### config.mk
export PLATFORM = sky130hd
export DESIGN_NAME = mips_ctrl_fsm
export DESIGN_NICKNAME = d
export VERILOG_FILES = /design/src/rtl/mips_pkg.sv /design/src/rtl/mips_alu_dec.sv /design/src/rtl/mips_ctrl_fsm.sv
export SDC_FILE = /design/constraint.sdc
export NUM_CORES = 1
export LEC_CHECK = 0
export ABC_AREA = 1
export BUFFER_PORTS_ARGS = -buffer_cell sky130_fd_sc_hd__buf_2
export CAP_MARGIN = 20
export CORE_MARGIN = 5
export CORE_UTILIZATION = 45
export DETAILED_ROUTE_END_ITERATION = 10
export PLACE_DENSITY_LB_ADDON = 0.3
export SLEW_MARGIN = 20
export SYNTH_ARGS = -nofsm -noshare
export SYNTH_HDL_FRONTEND = slang
export SYNTH_SLANG_ARGS = --single-unit
export TNS_END_PERCENT = 50
### constraint.sdc
create_clock -name clk -period 1.7 [get_ports clk]
set_input_delay 0.34 -clock clk [delete_from_list [all_inputs] [get_ports clk]]
set_output_delay 0.34 -clock clk [all_outputs]
set_load 0.1 [all_outputs]
### src/rtl/mips_pkg.sv
// Shared definitions for the multicycle MIPS control path: state encodings,
// instruction opcode/funct constants and the 4-bit ALU operation codes.
package mips_pkg;

  typedef enum logic [3:0] {
    FETCH  = 4'd0,
    DECODE = 4'd1,
    MEMADR = 4'd2,
    MEMRD  = 4'd3,
    MEMWB  = 4'd4,
    MEMWR  = 4'd5,
    RTEXE  = 4'd6,
    ITEXE  = 4'd7,
    ALUWB  = 4'd8,
    BRANCH = 4'd9,
    JUMP   = 4'd10
  } state_t;

  // opcodes (instruction[31:26])
  localparam logic [5:0] OP_RTYPE = 6'b000000;
  localparam logic [5:0] OP_J     = 6'b000010;
  localparam logic [5:0] OP_BEQ   = 6'b000100;
  localparam logic [5:0] OP_ADDI  = 6'b001000;
  localparam logic [5:0] OP_ANDI  = 6'b001100;
  localparam logic [5:0] OP_ORI   = 6'b001101;
  localparam logic [5:0] OP_LUI   = 6'b001111;
  localparam logic [5:0] OP_LW    = 6'b100011;
  localparam logic [5:0] OP_SW    = 6'b101011;

  // R-type funct field (instruction[5:0])
  localparam logic [5:0] FN_SLL = 6'b000000;
  localparam logic [5:0] FN_SRL = 6'b000010;
  localparam logic [5:0] FN_ADD = 6'b100000;
  localparam logic [5:0] FN_SUB = 6'b100010;
  localparam logic [5:0] FN_AND = 6'b100100;
  localparam logic [5:0] FN_OR  = 6'b100101;
  localparam logic [5:0] FN_XOR = 6'b100110;
  localparam logic [5:0] FN_SLT = 6'b101010;

  // ALU operation codes
  localparam logic [3:0] ALU_AND = 4'b0001;
  localparam logic [3:0] ALU_XOR = 4'b0010;
  localparam logic [3:0] ALU_OR  = 4'b0011;
  localparam logic [3:0] ALU_ADD = 4'b0101;
  localparam logic [3:0] ALU_SUB = 4'b0110;
  localparam logic [3:0] ALU_SLT = 4'b1000;
  localparam logic [3:0] ALU_SLL = 4'b1010;
  localparam logic [3:0] ALU_SRL = 4'b1011;
  localparam logic [3:0] ALU_LUI = 4'b1100;

endpackage

### src/rtl/mips_alu_dec.sv
// ALU operation decoder (combinational).
//   state         : current control state
//   opcode/funct  : instruction fields from the IR
//   alu_oper      : ALU operation for this state (ADD unless the state says otherwise)
//   illegal_funct : high in RTEXE when funct is not a supported R-type op
module mips_alu_dec
  import mips_pkg::*;
(
  input  state_t     state,
  input  logic [5:0] opcode,
  input  logic [5:0] funct,
  output logic [3:0] alu_oper,
  output logic       illegal_funct
);

  always_comb begin
    alu_oper      = ALU_ADD;
    illegal_funct = 1'b0;
    case (state)
      RTEXE: begin
        case (funct)
          FN_ADD:  alu_oper = ALU_ADD;
          FN_SUB:  alu_oper = ALU_SUB;
          FN_AND:  alu_oper = ALU_AND;
          FN_OR:   alu_oper = ALU_OR;
          FN_XOR:  alu_oper = ALU_XOR;
          FN_SLT:  alu_oper = ALU_SLT;
          FN_SLL:  alu_oper = ALU_SLL;
          FN_SRL:  alu_oper = ALU_SRL;
          default: illegal_funct = 1'b1;
        endcase
      end
      ITEXE: begin
        case (opcode)
          OP_ANDI: alu_oper = ALU_AND;
          OP_ORI:  alu_oper = ALU_OR;
          OP_LUI:  alu_oper = ALU_LUI;
          default: alu_oper = ALU_ADD;
        endcase
      end
      BRANCH:  alu_oper = ALU_SUB;
      default: alu_oper = ALU_ADD;
    endcase
  end

endmodule

### src/rtl/mips_ctrl_fsm.sv
// Multicycle MIPS control FSM (Moore, except FETCH enables follow mem_ready
// and BRANCH pc_en follows zero).
//   clk, rst_n            : clock, async active-low reset
//   opcode, funct         : IR fields; zero : ALU zero flag; mem_ready : memory done
//   alu_oper/src_a/src_b  : ALU controls
//   pc_en, ir_write, mem_read, mem_write, iord, reg_write, reg_dst, mem_to_reg,
//   pc_src                : datapath enables and selects
//   illegal               : pulse when leaving DECODE/RTEXE on unsupported opcode/funct
//   state_dbg             : current state encoding
module mips_ctrl_fsm
  import mips_pkg::*;
#(
  parameter bit MEM_HANDSHAKE = 1'b1
) (
  input  logic       clk,
  input  logic       rst_n,
  input  logic [5:0] opcode,
  input  logic [5:0] funct,
  input  logic       zero,
  input  logic       mem_ready,
  output logic [3:0] alu_oper,
  output logic       alu_src_a,
  output logic [1:0] alu_src_b,
  output logic       pc_en,
  output logic       ir_write,
  output logic       mem_read,
  output logic       mem_write,
  output logic       iord,
  output logic       reg_write,
  output logic       reg_dst,
  output logic       mem_to_reg,
  output logic [1:0] pc_src,
  output logic       illegal,
  output logic [3:0] state_dbg
);

  state_t state, nxt;
  logic   reg_dst_q;
  logic   illegal_funct;
  logic   rdy;

  assign rdy       = MEM_HANDSHAKE ? mem_ready : 1'b1;
  assign state_dbg = state;

  mips_alu_dec u_alu_dec (
    .state         (state),
    .opcode        (opcode),
    .funct         (funct),
    .alu_oper      (alu_oper),
    .illegal_funct (illegal_funct)
  );

  always_ff @(posedge clk or negedge rst_n) begin
    if (!rst_n) state <= FETCH;
    else        state <= nxt;
  end

  // destination select captured on the way into ALUWB: rd for R-type, rt for I-type
  always_ff @(posedge clk or negedge rst_n) begin
    if (!rst_n)              reg_dst_q <= 1'b0;
    else if (state == RTEXE) reg_dst_q <= 1'b1;
    else if (state == ITEXE) reg_dst_q <= 1'b0;
  end

  always_comb begin
    nxt        = state;
    alu_src_a  = 1'b0;
    alu_src_b  = 2'd0;
    pc_en      = 1'b0;
    ir_write   = 1'b0;
    mem_read   = 1'b0;
    mem_write  = 1'b0;
    iord       = 1'b0;
    reg_write  = 1'b0;
    reg_dst    = 1'b0;
    mem_to_reg = 1'b0;
    pc_src     = 2'd0;
    illegal    = 1'b0;
    case (state)
      FETCH: begin
        mem_read  = 1'b1;
        alu_src_b = 2'd1;
        ir_write  = rdy;
        pc_en     = rdy;
        if (rdy) nxt = DECODE;
      end
      DECODE: begin
        alu_src_b = 2'd2;
        case (opcode)
          OP_LW, OP_SW:                    nxt = MEMADR;
          OP_RTYPE:                        nxt = RTEXE;
          OP_ADDI, OP_ANDI, OP_ORI, OP_LUI: nxt = ITEXE;
          OP_BEQ:                          nxt = BRANCH;
          OP_J:                            nxt = JUMP;
          default: begin
            nxt     = FETCH;
            illegal = 1'b1;
          end
        endcase
      end
      MEMADR: begin
        alu_src_a = 1'b1;
        alu_src_b = 2'd2;
        nxt       = (opcode == OP_LW) ? MEMRD : MEMWR;
      end
      MEMRD: begin
        mem_read = 1'b1;
        iord     = 1'b1;
        if (rdy) nxt = MEMWB;
      end
      MEMWB: begin
        reg_write  = 1'b1;
        mem_to_reg = 1'b1;
        nxt        = FETCH;
      end
      MEMWR: begin
        mem_write = 1'b1;
        iord      = 1'b1;
        if (rdy) nxt = FETCH;
      end
      RTEXE: begin
        alu_src_a = 1'b1;
        illegal   = illegal_funct;
        nxt       = illegal_funct ? FETCH : ALUWB;
      end
      ITEXE: begin
        alu_src_a = 1'b1;
        alu_src_b = (opcode == OP_ANDI || opcode == OP_ORI) ? 2'd3 : 2'd2;
        nxt       = ALUWB;
      end
      ALUWB: begin
        reg_write = 1'b1;
        reg_dst   = reg_dst_q;
        nxt       = FETCH;
      end
      BRANCH: begin
        alu_src_a = 1'b1;
        pc_src    = 2'd1;
        pc_en     = zero;
        nxt       = FETCH;
      end
      JUMP: begin
        pc_src = 2'd2;
        pc_en  = 1'b1;
        nxt    = FETCH;
      end
      default: nxt = FETCH;
    endcase
    // state is already FETCH during reset; keep its rdy-driven enables quiet too
    if (!rst_n) begin
      pc_en     = 1'b0;
      ir_write  = 1'b0;
      mem_read  = 1'b0;
      mem_write = 1'b0;
      reg_write = 1'b0;
    end
  end

endmodule

==> key figures, run 1 <==
Place
  – Port buffer count: 37
  – DP HPWL: around 3.1 mm
  – Gpl congestion: approximately 0.94

Synth
  – Top_reg_cell synth: dfrtp_1
  – Syn Area/Cell: ~4.9 µm²
  – Cell count after synthesis: ~160
  – Post-Syn Area: approximately 800 µm²
  – Synth cell types: 16
  – Synthesized net count: 179
  – Biggest area consumer among synthesized cells: nand2_1
  – Post-synthesis sequential area ratio: about 16%
  – Synth top area cells: nand2_1 26%, inv_1 17%, dfrtp_1 16%
  – Synth Register Bits: 5
  – Most frequent cell after synthesis: nand2_1
  – Post-synth top cells: 56 x nand2_1, 35 x inv_1, 24 x nor2_1, 15 x nand3_1, 8 x a21oi_1
  – Post-synthesis async set-or-reset flop share: 100.0%
  – Post-synth EDFFs: 0
  – Yosys top cell area share: roughly a quarter
  – Warnings, synthesis: 0

Clock network
  – PostCTS Resize Cnt: 38
  – Post-CTS Setup Bufs: 5
  – CTS Buffer Depth: 2
  – Root buf cell: clkbuf_4
  – Max H-tree Level: 1
  – CTS Sinks: 5
  – Hold buffer count at cts: 1
  – CTS Buf Count: 3

Run status
  – Failed at: clock tree synthesis
  – Run status: stopped before the end
  – Error: [ERROR DPL-0038] Utilization greater than 100%, impossible to legalize

Floorplanning
  – Chip Height: between 50 and 60 µm
  – Total I/O pin count: 38
  – DIE WIDTH: ~52 µm
  – Initial Util: 46.45%
  – Core Rows: 15
## stage by stage
| stage | setup TNS, ns | std cells | worst slack, ns | area [µm²] | util (%) |
|---|---|---|---|---|---|
| floorplan | -6.927 | 163 | -1.185 | 914.6 | - |
| global placement | -0.05405 | 244 | -0.02324 | 1544 | 90.40 |
| detailed placement | -0.7666 | 244 | -0.1851 | 1544 | 90.40 |
## cells by family after synthesis
family,count (synthesis),share of synthesized area (%)
buffers and inverters,39,18.45
AO/OA/AOI/OAI,15,10.73
flip-flops,5,15.77
AND/OR/NAND/NOR,104,55.05
==> run 2, diff against run 1 <==
- CORE_AREA: not set -> 5 5 66 68
- CORE_MARGIN: 5 -> not set
- CORE_UTILIZATION: 45 -> not set
- DIE_AREA: not set -> 0 0 71 73
- PLACE_DENSITY_LB_ADDON: 0.3 -> 0.15
==> run 2 against run 1 <==
Compared with the run above:
- the flow now finishes, with violations (negative setup slack)
- area after synthesis unchanged
- synthesized cell count did not move
==> key figures, run 2 <==
Run status
  – Run status: finished, violations left
  – Failing checks: negative setup slack

Clock network
  – Root buf cell: clkbuf_8
  – CTS Buf Count: 3 (unchanged)
  – CTS Buffer Depth: 2 (unchanged)
  – Clock-pin slew on the worst setup and hold paths: around 0.040 ns
  – TritonCTS clock tree: done
  – CTS Sinks: 5 (unchanged)
  – Hold buffer count at cts: 0 (-1)
  – Worst-Skew Late Latency: between 0.2 and 0.25 ns
  – Max H-tree Level: 1 (unchanged)

Global routing
  – Total gr overflow: 0
  – GR peak layer: met2
  – Total GRT Usage: approximately 11%
  – Vias in the first global route: about 1200
  – Met1 GRT Util: around 14%
  – Antenna violations before repair: 0
  – Met2 usage: approximately a fifth
  – Met3 Use GR: around 1.8%
  – Largest net degree at the start of global routing: 7
  – First-pass GRT wire length: roughly 4.9 mm

Synth
  – Syn Area/Cell: 4.867 µm² (unchanged)
  – Warnings, synthesis: 0 (unchanged)
  – Post-synthesis sequential area ratio: 15.77% (unchanged)
  – Multiplexer share of the synthesized area: 0% (unchanged)
  – Cell count after synthesis: 163 (unchanged)
  – Post-synth EDFFs: 0 (unchanged)
  – Synthesized net count: 179 (unchanged)
  – Largest family of logic cells by synthesized area: simple AND/OR/NAND/NOR gates
  – Biggest area consumer among synthesized cells: nand2_1
  – Post-synthesis adder-cell area fraction: 0% (unchanged)
  – Yosys top cell area share: 26.50% (unchanged)
  – Post-synth top cells: 56 x nand2_1, 35 x inv_1, 24 x nor2_1, 15 x nand3_1, 8 x a21oi_1
  – Post-Syn Area: 793.3 µm² (unchanged)
  – Most frequent cell after synthesis: nand2_1
  – Post-Synth XOR/XNOR Area: 0% (unchanged)
  – Top_reg_cell synth: dfrtp_1
  – Synth cell types: 16 (unchanged)
  – Post-synthesis async set-or-reset flop share: 100.0% (unchanged)
  – Synth Area in Simple Gates: 55.05% (unchanged)
  – Compound-Gate Fraction of Synth Area: 10.73% (unchanged)
  – Synth top area cells: nand2_1 26%, inv_1 17%, dfrtp_1 16%
  – Synth Register Bits: 5 (unchanged)

Floorplanning
  – Total I/O pin count: 38 (unchanged)
  – Core ar.: between 3000 and 4000 µm²
  – DIE WIDTH: 71 µm (+37%)
  – Chip Height: 73 µm (+40%)
  – Core Rows: 23 (+8)
  – Initial Util: 20.88% (-26 points)
  – Die area: 5183 µm²

Setup path
  – CP max FO: 4
  – WP depth: 8
  – RR Startpoint: state_dbg[2]$_DFFE_PN0P_
  – Endpoint of the worst setup timing path: alu_oper[1]
  – CP cell instances: inv_4 -> nand2_4 -> inv_4 -> nand2_4 -> nor2_4 -> inv_2 -> o211ai_1 -> buf_12
  – Crit path from: state_dbg[3]$_DFFE_PN0P_
  – Cell family with most CP delay: flip-flops
  – Arr. time, crit path: around 1.6 ns
  – Reg2reg end: state_dbg[0]$_DFFE_PN0P_
  – Crit Path Class: reg -> out
  – WP buf/inv: 4
  – Startpoint Class: flop
  – CP required: 1.36 ns
  – Critical Path Max Stage Delay: around 0.5 ns
  – Crit end category: output pin
  – CP max-delay cell: dfrtp_4
  – Cells on worst reg2reg path: 8
  – Flop2flop setup slack: 0.20 ns

STA
  – Fmax: 513.4 MHz
  – Fin worst setup slack: -0.2478 ns
  – Clk_skew: 0.001291 ns
  – Final Cycle Share: 114.6%
  – Max-slew violations: 0
  – Relative slew slack: about two thirds
  – Final min period: between 1.5 and 2 ns
  – Final Hold Fails: 0
  – Unrepaired setup endpoints after global routing: true
  – Measured slew at the worst slew-check pin: 0.4904 ns
  – Final setup fails: 18

Power and ir drop
  – Internal power: about 1100 µW
  – Seq pwr share: 8.5%
  – Pwr dens: approximately 1300 nW/µm²
  – Clock power frac: under 10%
  – Sw frac: about 57%
  – Lkg Pwr: around 0.0011 µW
  – Worst VDD drop: about 520 µV
  – Combinational share of power: 83.0%
  – Switching power: approximately 1500 µW

Hold path
  – Worst hold path type: in -> async

Final layout
  – Commonest cells after routing, fill and taps aside: 45 x nand2_1, 34 x buf_4, 26 x inv_1, 19 x buf_2, 18 x buf_12
  – ANT cells: 0
  – Most common cell after layout, fill and taps aside: nand2_1
  – Final design utilization: between 50% and 60%
  – Max reg flops: 4
  – P&R area growth vs syn: 146.1%
  – Nets: about 260
  – Layout cells sized above 1: a little over half
  – Fillers: 390

Place
  – DP HPWL: 2.539 mm (-19%)
  – Port buffer count: 37 (unchanged)
  – Placement Setup Slack: -0.09471 ns (+0.09043 ns)
  – Gpl congestion: 0.8377 (-11%)

Route
  – Routed Antenna Nets: 0
  – Via count: approximately 1200
  – Drt pass-1 iters: 4
  – Routed len/inst: 10.03 µm
  – Vias per cell: between 4 and 5
  – # DRC: 0
  – Drt initial violations: around 70
  – Post-Route WL: roughly 3.0 mm

Run
  – Max_cap viols: 0
-- run 2: cell counts after synthesis --
No cell type changed its count.
-- run 2: final cells by class --
type | instances | area (µm²) | share of cell area, %
flip-flops and latches | 5 | 140.1 | 7.179
multi-input cells | 119 | 737.0 | 37.76
well taps | 50 | 62.56 | 3.205
inverters | 39 | 153.9 | 7.885
repair buffers | 80 | 812.0 | 41.60
clock inverters | 1 | 5.005 | 0.2564
clock buffers | 3 | 41.29 | 2.115
-- run 2: metrics by stage --
| stage | power [µW] | TNS [ns] | cell area (µm²) | hold slack [ns] | instances |
|---|---|---|---|---|---|
| 2_1_floorplan | 1398 | -6.927 | 914.6 | 0.04441 | 163 |
| 3_3_place_gp | 2086 | -0.4954 | 1680 | 0.2458 | 285 |
| 3_5_place_dp | 2085 | -0.4647 | 1680 | 0.2459 | 285 |
| 4_1_cts | 2471 | -2.743 | 1861 | 0.01285 | 295 |
| 5_1_grt | 2674 | -3.485 | 1952 | 0.02478 | 297 |
| 6_report | 2568 | -2.503 | 1952 | 0.01534 | 297 |
-- run 2: worst reg2reg max path, stage by stage, from the launching register on --
cell	delay (ns)
dfrtp_4	0.50
nor2_4	0.14
buf_4	0.15
nand2_1	0.13
buf_4	0.17
nand3_1	0.12
a21oi_1	0.08
nand2_1	0.06
nand2_1	0.04
-- run 2: kinds of logic after synthesis --
logic type,after synthesis
buf+inv,39
simple gates,104
flops,5
compound gates,15
-- run 2: timing repair --
item,CTS,global route
endpoints found under the setup margin,18,18
pin swaps,6,4
buffers inserted,6,2
gates resized for setup,29,20
-- run 2: layer usage --
metal / part of all wire [%] / vias to the layer above
li1: - / 665
met1: 46 / 534
met2: 50 / 42
met3: 4.4 / 2
met4: 0.10 / 0
met5: 0 / -
-- run 2: worst min-delay path by stage --
| stage | depth (start not counted) | endpoint | slack [ns] |
|---|---|---|---|
| after floorplan | 0 | reg_dst_q$_DFFE_PN0P_ | 0.04 |
| after global placement | 2 | reg_dst_q$_DFFE_PN0P_ | 0.25 |
| after detailed placement | 2 | reg_dst_q$_DFFE_PN0P_ | 0.25 |
| after CTS | 2 | state_dbg[3]$_DFFE_PN0P_ | 0.01 |
| after global routing | 2 | state_dbg[3]$_DFFE_PN0P_ | 0.02 |
| final | 2 | reg_dst_q$_DFFE_PN0P_ | 0.02 |
-- run 2: power groups by stage --
stage | registers (µW) | clock network, µW | logic (µW)
after detailed placement | 199 | 0 | 1890
after floorplan | 372 | 0 | 1030
after global placement | 198 | 0 | 1890
after global routing | 223 | 235 | 2220
after CTS | 210 | 226 | 2040
final | 219 | 218 | 2130
No activity file was read; power rests on OpenSTA's default activity.
==> run 3, diff against run 2 <==
==> constraint.sdc (replaced) <==
create_clock -name clk -period 1.7 [get_ports clk]
set_input_delay 0.17 -clock clk [delete_from_list [all_inputs] [get_ports clk]]
set_output_delay 0.17 -clock clk [all_outputs]
set_load 0.1 [all_outputs]
==> run 3 against run 2 <==
Compared with the run above:
- the run still ends with negative setup slack left
- hold slack gained 0.29 ns
- routed wire length shrank 12%
- clock power shrank 2%
- die area is the same
- fmax grew 9.7%
- final area shrank 17%
- via count shrank 8.3%
- flip-flop and latch count is the same
- clock skew grew 0.0019 ns
- sequential power shrank 6%
- utilization shrank 8.8 points
- critical path type unchanged
==> key figures, run 3 (synthesized netlist as in run 2, its figures left out) <==
Run status
  – Run status: finished, violations left
  – Failing checks: negative setup slack

Clock network
  – Root buf cell: clkbuf_8
  – Worst-Skew Late Latency: 0.22 ns (about the same)
  – TritonCTS clock tree: done
  – CTS Buf Count: 3 (unchanged)
  – Clock-pin slew on the worst setup and hold paths: 0.04 ns (about the same)
  – CTS Buffer Depth: 2 (unchanged)
  – Max H-tree Level: 1 (unchanged)
  – CTS Sinks: 5 (unchanged)

Setup path
  – Reg2reg end: state_dbg[0]$_DFFE_PN0P_
  – CP max FO: 4 (unchanged)
  – Cells on worst reg2reg path: 8 (unchanged)
  – CP max-delay cell: dfrtp_4
  – Crit Path Class: reg -> out
  – CP required: 1.53 ns (+0.17 ns)
  – Arr. time, crit path: 1.61 ns (about the same)
  – Critical Path Max Stage Delay: 0.50 ns (about the same)
  – Cell family with most CP delay: flip-flops
  – Startpoint Class: flop
  – WP buf/inv: 4 (unchanged)
  – RR Startpoint: state_dbg[2]$_DFFE_PN0P_
  – CP cell instances: inv_4 -> nand2_4 -> inv_4 -> nand2_4 -> nor2_4 -> inv_2 -> o211ai_1 -> buf_12
  – Crit end category: output pin
  – Flop2flop setup slack: 0.31 ns (+0.11 ns)

STA
  – Clk_skew: 0.003188 ns (+0.001898 ns)
  – Max-slew violations: 0 (unchanged)
  – Final Hold Fails: 0 (unchanged)
  – Fin worst setup slack: -0.07600 ns (+0.1718 ns)
  – Final min period: 1.776 ns (-0.1718 ns)
  – Final setup fails: 7 (-11)
  – Fmax: 563.1 MHz (+9.7%)
  – Final Cycle Share: 104.5% (-10 points)
  – Measured slew at the worst slew-check pin: 0.4870 ns (-0.003383 ns)
  – Relative slew slack: 67.75% (+0.22 points)
  – Unrepaired setup endpoints after global routing: true

Run
  – Max_cap viols: 0 (unchanged)

Final layout
  – Nets: 234 (-11%)
  – ANT cells: 0 (unchanged)
  – Max reg flops: 4 (unchanged)
  – Commonest cells after routing, fill and taps aside: 49 x nand2_1, 30 x inv_1, 19 x nor2_1, 19 x buf_2, 18 x buf_12
  – P&R area growth vs syn: 103.9%
  – Most common cell after layout, fill and taps aside: nand2_1
  – Layout cells sized above 1: 40.09% (-14 points)
  – Fin cells: 267 (-10%)

Place
  – Gpl congestion: 0.8398 (+0.25%)
  – DP HPWL: 2.313 mm (-8.9%)
  – Port buffer count: 37 (unchanged)
  – Cells after DPL: 256 (-10%)

Floorplanning
  – Die area: 5183 µm² (unchanged)
  – Chip Height: 73 µm (unchanged)
  – DIE WIDTH: 71 µm (unchanged)
  – Core Rows: 23 (unchanged)
  – Core ar.: 3799 µm² (unchanged)
  – Total I/O pin count: 38 (unchanged)
  – Initial Util: 20.88% (unchanged)

Global routing
  – Total GRT Usage: 10.25% (-1.0 points)
  – First-pass GRT wire length: 4.478 mm (-7.8%)
  – Vias in the first global route: 1095 (-5.6%)
  – Largest net degree at the start of global routing: 7 (unchanged)
  – Total gr overflow: 0 (unchanged)
  – Antenna violations before repair: 0 (unchanged)

Power and ir drop
  – Total power: 2259 µW (-12%)
  – Lkg Pwr: 0.0008945 µW (-17%)
  – Pwr dens: 1397 nW/µm² (+6.1%)
  – Worst VDD drop: 446.5 µV (-14%)

Route
  – Routed Antenna Nets: 0 (unchanged)
  – Via count: 1140 (-8.3%)
  – Post-Route WL: 2.617 mm (-12%)
  – Drt initial violations: 36 (-48%)
  – Drt pass-1 iters: 4 (unchanged)
  – Routed len/inst: 9.801 µm (-2.2%)
  – # DRC: 0 (unchanged)
  – Vias per cell: 4.270 (+2.0%)

Hold path
  – Worst hold path type: in -> async
-- run 3: cell types whose count changed in the layout (fill, tap and decap cells not counted), moves of 2 or more --
| cell | previous run | this run |
|---|---|---|
| buf_6 | 9 | 0 |
| o21ai_1 | 0 | 2 |
| nor2_1 | 17 | 19 |
| nand3_1 | 11 | 14 |
| inv_1 | 26 | 30 |
| nor2_4 | 10 | 8 |
| nand2_1 | 45 | 49 |
| inv_2 | 10 | 7 |
| nand2_4 | 7 | 3 |
| buf_4 | 34 | 12 |
| nand3_2 | 4 | 0 |
| o21ai_2 | 2 | 0 |
-- run 3: how the worst max path moves through the flow --
stage                                        start     endpoint  slack, ns  cells after the start
after floorplan           state_dbg[3]$_DFFE_PN0P_  alu_oper[1]      -1.02                      7
after global placement    state_dbg[3]$_DFFE_PN0P_  alu_oper[1]       0.04                      8
after detailed placement  state_dbg[3]$_DFFE_PN0P_  alu_oper[1]       0.05                      8
after CTS                 state_dbg[3]$_DFFE_PN0P_  alu_oper[1]      -0.07                      8
after global routing      state_dbg[3]$_DFFE_PN0P_  alu_oper[1]      -0.17                      8
final                     state_dbg[3]$_DFFE_PN0P_  alu_oper[1]      -0.08                      8
-- run 3: timing repair --
| action | 4_1_cts | 5_1_grt |
|---|---|---|
| endpoints found under the hold margin | 5 | 0 |
| setup endpoints to repair | 9 | 15 |
| buffers inserted | 6 | 0 |
| gates resized for setup | 21 | 2 |
| pin swaps | 3 | 0 |
| hold buffers | 1 | 0 |
-- run 3: where the power goes --
part	internal [µW]	switching [µW]	total, µW
clock network	161	53.3	214
registers	167	38.7	206
logic	597	1240	1840
total	924	1330	2260
-- run 3: final cells by class --
cell class,instances,area (µm²)
repair buffers,50,555.5
inverters,39,151.4
flip-flops and latches,5,140.1
multi-input cells,119,663.1
fillers,421,2181
well taps,50,62.56
clock buffers,4,45.04
-- run 3: worst reg2reg max path, stage by stage, from the launching register on --
cell and delay (ns):
dfrtp_4 0.51, nand2_4 0.10, inv_4 0.04, buf_4 0.13, nand2_1 0.15, nand3_1 0.13
a21oi_1 0.15, nand2_1 0.07, nand2_1 0.05
-- run 3: stage by stage --
stage          utilization (%)  hold WS, ns  TNS, ns  setup WS (ns)  cell area [µm²]
2_1_floorplan                -      -0.1256   -4.129         -1.015            899.6
3_3_place_gp             38.11    -0.002889        0        0.04122             1448
3_5_place_dp             38.11    -0.007909        0        0.04872             1448
4_1_cts                  42.46       0.3064  -0.2680       -0.06933             1613
5_1_grt                  42.59       0.3282   -1.129        -0.1705             1618
6_report                 42.59       0.3092  -0.2094       -0.07600             1618
-- run 3: layer usage --
| layer | routed length, µm | vias up | global-route usage (%) |
|---|---|---|---|
| li1 | - | 604 | - |
| met3 | 122 | 0 | 2.066 |
| met4 | 0 | 0 | 1.253 |
| met1 | 1122 | 508 | 11.84 |
| met2 | 1373 | 28 | 19.88 |
| met5 | 0 | - | 0 |
==> run 4, diff against run 3 <==
- PLACE_DENSITY_LB_ADDON: 0.15 -> not set
- REMOVE_ABC_BUFFERS: not set -> 1
==> run 4 against run 3 <==
Compared with the run above:
- clock power rose by 4%
- fmax rose by 2.6%
- hold slack got worse by 0.0016 ns
- first-iteration DRC count rose by 39%
- worst setup slack improved by 0.045 ns
- the flow still finishes with violations (negative setup slack)
- total power fell by 3.1%
- utilization fell by 1.8 points
- sequential power barely moved
- final area fell by 4.3%
==> key figures, run 4 (synthesized netlist as in run 2, its figures left out) <==
Setup path
  – CP max FO: 5 (+1)
  – CP required: 1.53 ns (about the same)
  – Crit end category: output pin
  – Crit Path Class: reg -> out
  – Reg2reg end: state_dbg[0]$_DFFE_PN0P_
  – Flop2flop setup slack: 0.24 ns (-0.07 ns)
  – Startpoint Class: flop
  – Cells on worst reg2reg path: 10 (+2)
  – RR Startpoint: state_dbg[3]$_DFFE_PN0P_
  – Arr. time, crit path: 1.56 ns (-0.05 ns)

Floorplanning
  – DIE WIDTH: 71 µm (unchanged)
  – Total I/O pin count: 38 (unchanged)
  – Initial Util: 20.88% (unchanged)
  – Core Rows: 23 (unchanged)
  – Die area: 5183 µm² (unchanged)
  – Chip Height: 73 µm (unchanged)
  – Core ar.: 3799 µm² (unchanged)

Global routing
  – Antenna violations before repair: 0 (unchanged)
  – Total gr overflow: 0 (unchanged)
  – Total GRT Usage: 9.891% (-0.36 points)
  – Largest net degree at the start of global routing: 7 (unchanged)
  – Vias in the first global route: 1084 (-1.0%)
  – First-pass GRT wire length: 4.195 mm (-6.3%)

Power and ir drop
  – Internal power: 866.6 µW (-6.3%)
  – Lkg Pwr: 0.0008934 µW (-0.13%)
  – Worst VDD drop: 830.2 µV (+86%)
  – Total power: 2188 µW (-3.1%)
  – Combinational share of power: 80.4% (-1.0 points)
  – Seq pwr share: 9.5% (+0.4 points)
  – Pwr dens: 1414 nW/µm² (+1.2%)
  – Switching power: 1322 µW (-0.98%)
  – Clock power frac: 10.1% (+0.6 points)
  – Sw frac: 60.40% (+1.3 points)

STA
  – Final min period: 1.731 ns (-0.04505 ns)
  – Unrepaired setup endpoints after global routing: true
  – Relative slew slack: 65.85% (-1.9 points)
  – Final Hold Fails: 0 (unchanged)
  – Measured slew at the worst slew-check pin: 0.5159 ns (+0.02883 ns)
  – Max-slew violations: 0 (unchanged)
  – Final setup fails: 4 (-3)
  – Fmax: 577.7 MHz (+2.6%)
  – Final Cycle Share: 101.8% (-2.6 points)
  – Fin worst setup slack: -0.03095 ns (+0.04505 ns)
  – Clk_skew: 0.004196 ns (+0.001008 ns)

Route
  – Vias per cell: 4.357 (+2.1%)
  – Top Layer Used: met4
  – Routed len/inst: 10.45 µm (+6.6%)
  – Routed Antenna Nets: 0 (unchanged)
  – Met3 WL post-DR: 132 µm (+8.2%)
  – Met2 wire len: 1.476 mm (+7.5%)
  – Post-Route WL: 2.748 mm (+5.0%)
  – Via count: 1146 (+0.53%)
  – Drt initial violations: 50 (+39%)
  – Drt pass-1 iters: 4 (unchanged)
  – # DRC: 0 (unchanged)
  – Wire length on met1: 1.052 mm (-6.2%)

Final layout
  – Fin area: 1548 µm² (-4.3%)
  – ANT cells: 0 (unchanged)
  – Commonest cells after routing, fill and taps aside: 47 x nand2_1, 30 x inv_1, 19 x buf_2, 18 x nor2_1, 16 x buf_12
  – Nets: 230 (-1.7%)
  – Max reg flops: 4 (unchanged)
  – Fillers: 411 (-2.4%)
  – Sequential Area: 128.9 µm² (-8.0%)
  – P&R area growth vs syn: 95.11%
  – Most common cell after layout, fill and taps aside: nand2_1
  – Area of the multi-input gates: 615.6 µm² (-7.2%)
  – Layout cells sized above 1: 39.44% (-0.66 points)

Clock network
  – CTS Sinks: 5 (unchanged)
  – Clock-pin slew on the worst setup and hold paths: 0.04 ns (about the same)
  – CTS Buffer Depth: 2 (unchanged)
  – Worst-Skew Late Latency: 0.22 ns (about the same)
  – Max H-tree Level: 1 (unchanged)
  – Root buf cell: clkbuf_8
  – CTS Buf Count: 3 (unchanged)
  – TritonCTS clock tree: done

Place
  – DP Area: 1326 µm² (-8.4%)
  – DP HPWL: 2.231 mm (-3.6%)
  – Port buffer count: 37 (unchanged)
  – Gpl congestion: 0.8651 (+3.0%)
  – Placement Setup Slack: 0.05767 ns (+0.008947 ns)

Hold path
  – Worst hold path type: in -> async

Run
  – Max_cap viols: 0 (unchanged)

Run status
  – Failing checks: negative setup slack
  – Run status: finished, violations left
run 4: layer usage:
layer | track usage, % | vias to the layer above
li1 | - | 594
met4 | 5.010 | 0
met1 | 9.893 | 503
met2 | 19.46 | 39
met5 | 0 | -
met3 | 1.653 | 10
run 4: stage by stage:
stage | hold slack, ns | std cells | utilization, % | setup TNS (ns)
2_1_floorplan | -0.1256 | 163 | - | -17.30
5_1_grt | 0.3353 | 263 | 40.74 | -0.5659
3_3_place_gp | 0.002563 | 252 | 34.91 | 0
3_5_place_dp | 0.002711 | 252 | 34.91 | 0
6_report | 0.3076 | 263 | 40.74 | -0.07054
4_1_cts | 0.3075 | 262 | 39.23 | -0.1632
run 4: repair_timing:
action	in CTS	in global routing
endpoints found under the setup margin	5	14
pin swaps	2	3
endpoints found under the hold margin	5	0
hold buffers	1	0
resized for setup	18	20
buffers inserted	5	1
run 4: layout make-up:
class,count,share of cell area [%]
clock buffers,4,2.910
well taps,50,4.042
multi-input cells,119,39.77
flip-flops and latches,5,8.327
inverters,39,9.620
repair buffers,46,35.33
run 4: critical path, cell delays in order (launching register included):
cell,delay (ns)
dfrtp_2,0.44
inv_2,0.10
nand2_2,0.08
inv_2,0.10
nand2_2,0.08
a22o_1,0.23
inv_1,0.06
nand2_2,0.07
buf_12,0.18
run 4: power by group through the flow:
stage	registers, µW	logic, µW	clock network (µW)
after global routing	211	1830	231
after detailed placement	187	1630	0
final	207	1760	222
after global placement	185	1640	0
after CTS	198	1710	227
after floorplan	349	934	0
run 4: how the worst max path moves through the flow:
| stage | from | endpoint | slack, ns | cells after the start |
|---|---|---|---|---|
| after floorplan | state_dbg[3]$_DFFE_PN0P_ | pc_en | -2.08 | 6 |
| after global placement | state_dbg[3]$_DFFE_PN0P_ | alu_oper[1] | 0.05 | 8 |
| after detailed placement | state_dbg[3]$_DFFE_PN0P_ | alu_oper[1] | 0.06 | 8 |
| after CTS | state_dbg[1]$_DFFE_PN0P_ | alu_oper[3] | -0.04 | 7 |
| after global routing | state_dbg[3]$_DFFE_PN0P_ | alu_oper[1] | -0.12 | 8 |
| final | state_dbg[1]$_DFFE_PN0P_ | alu_oper[0] | -0.03 | 8 |
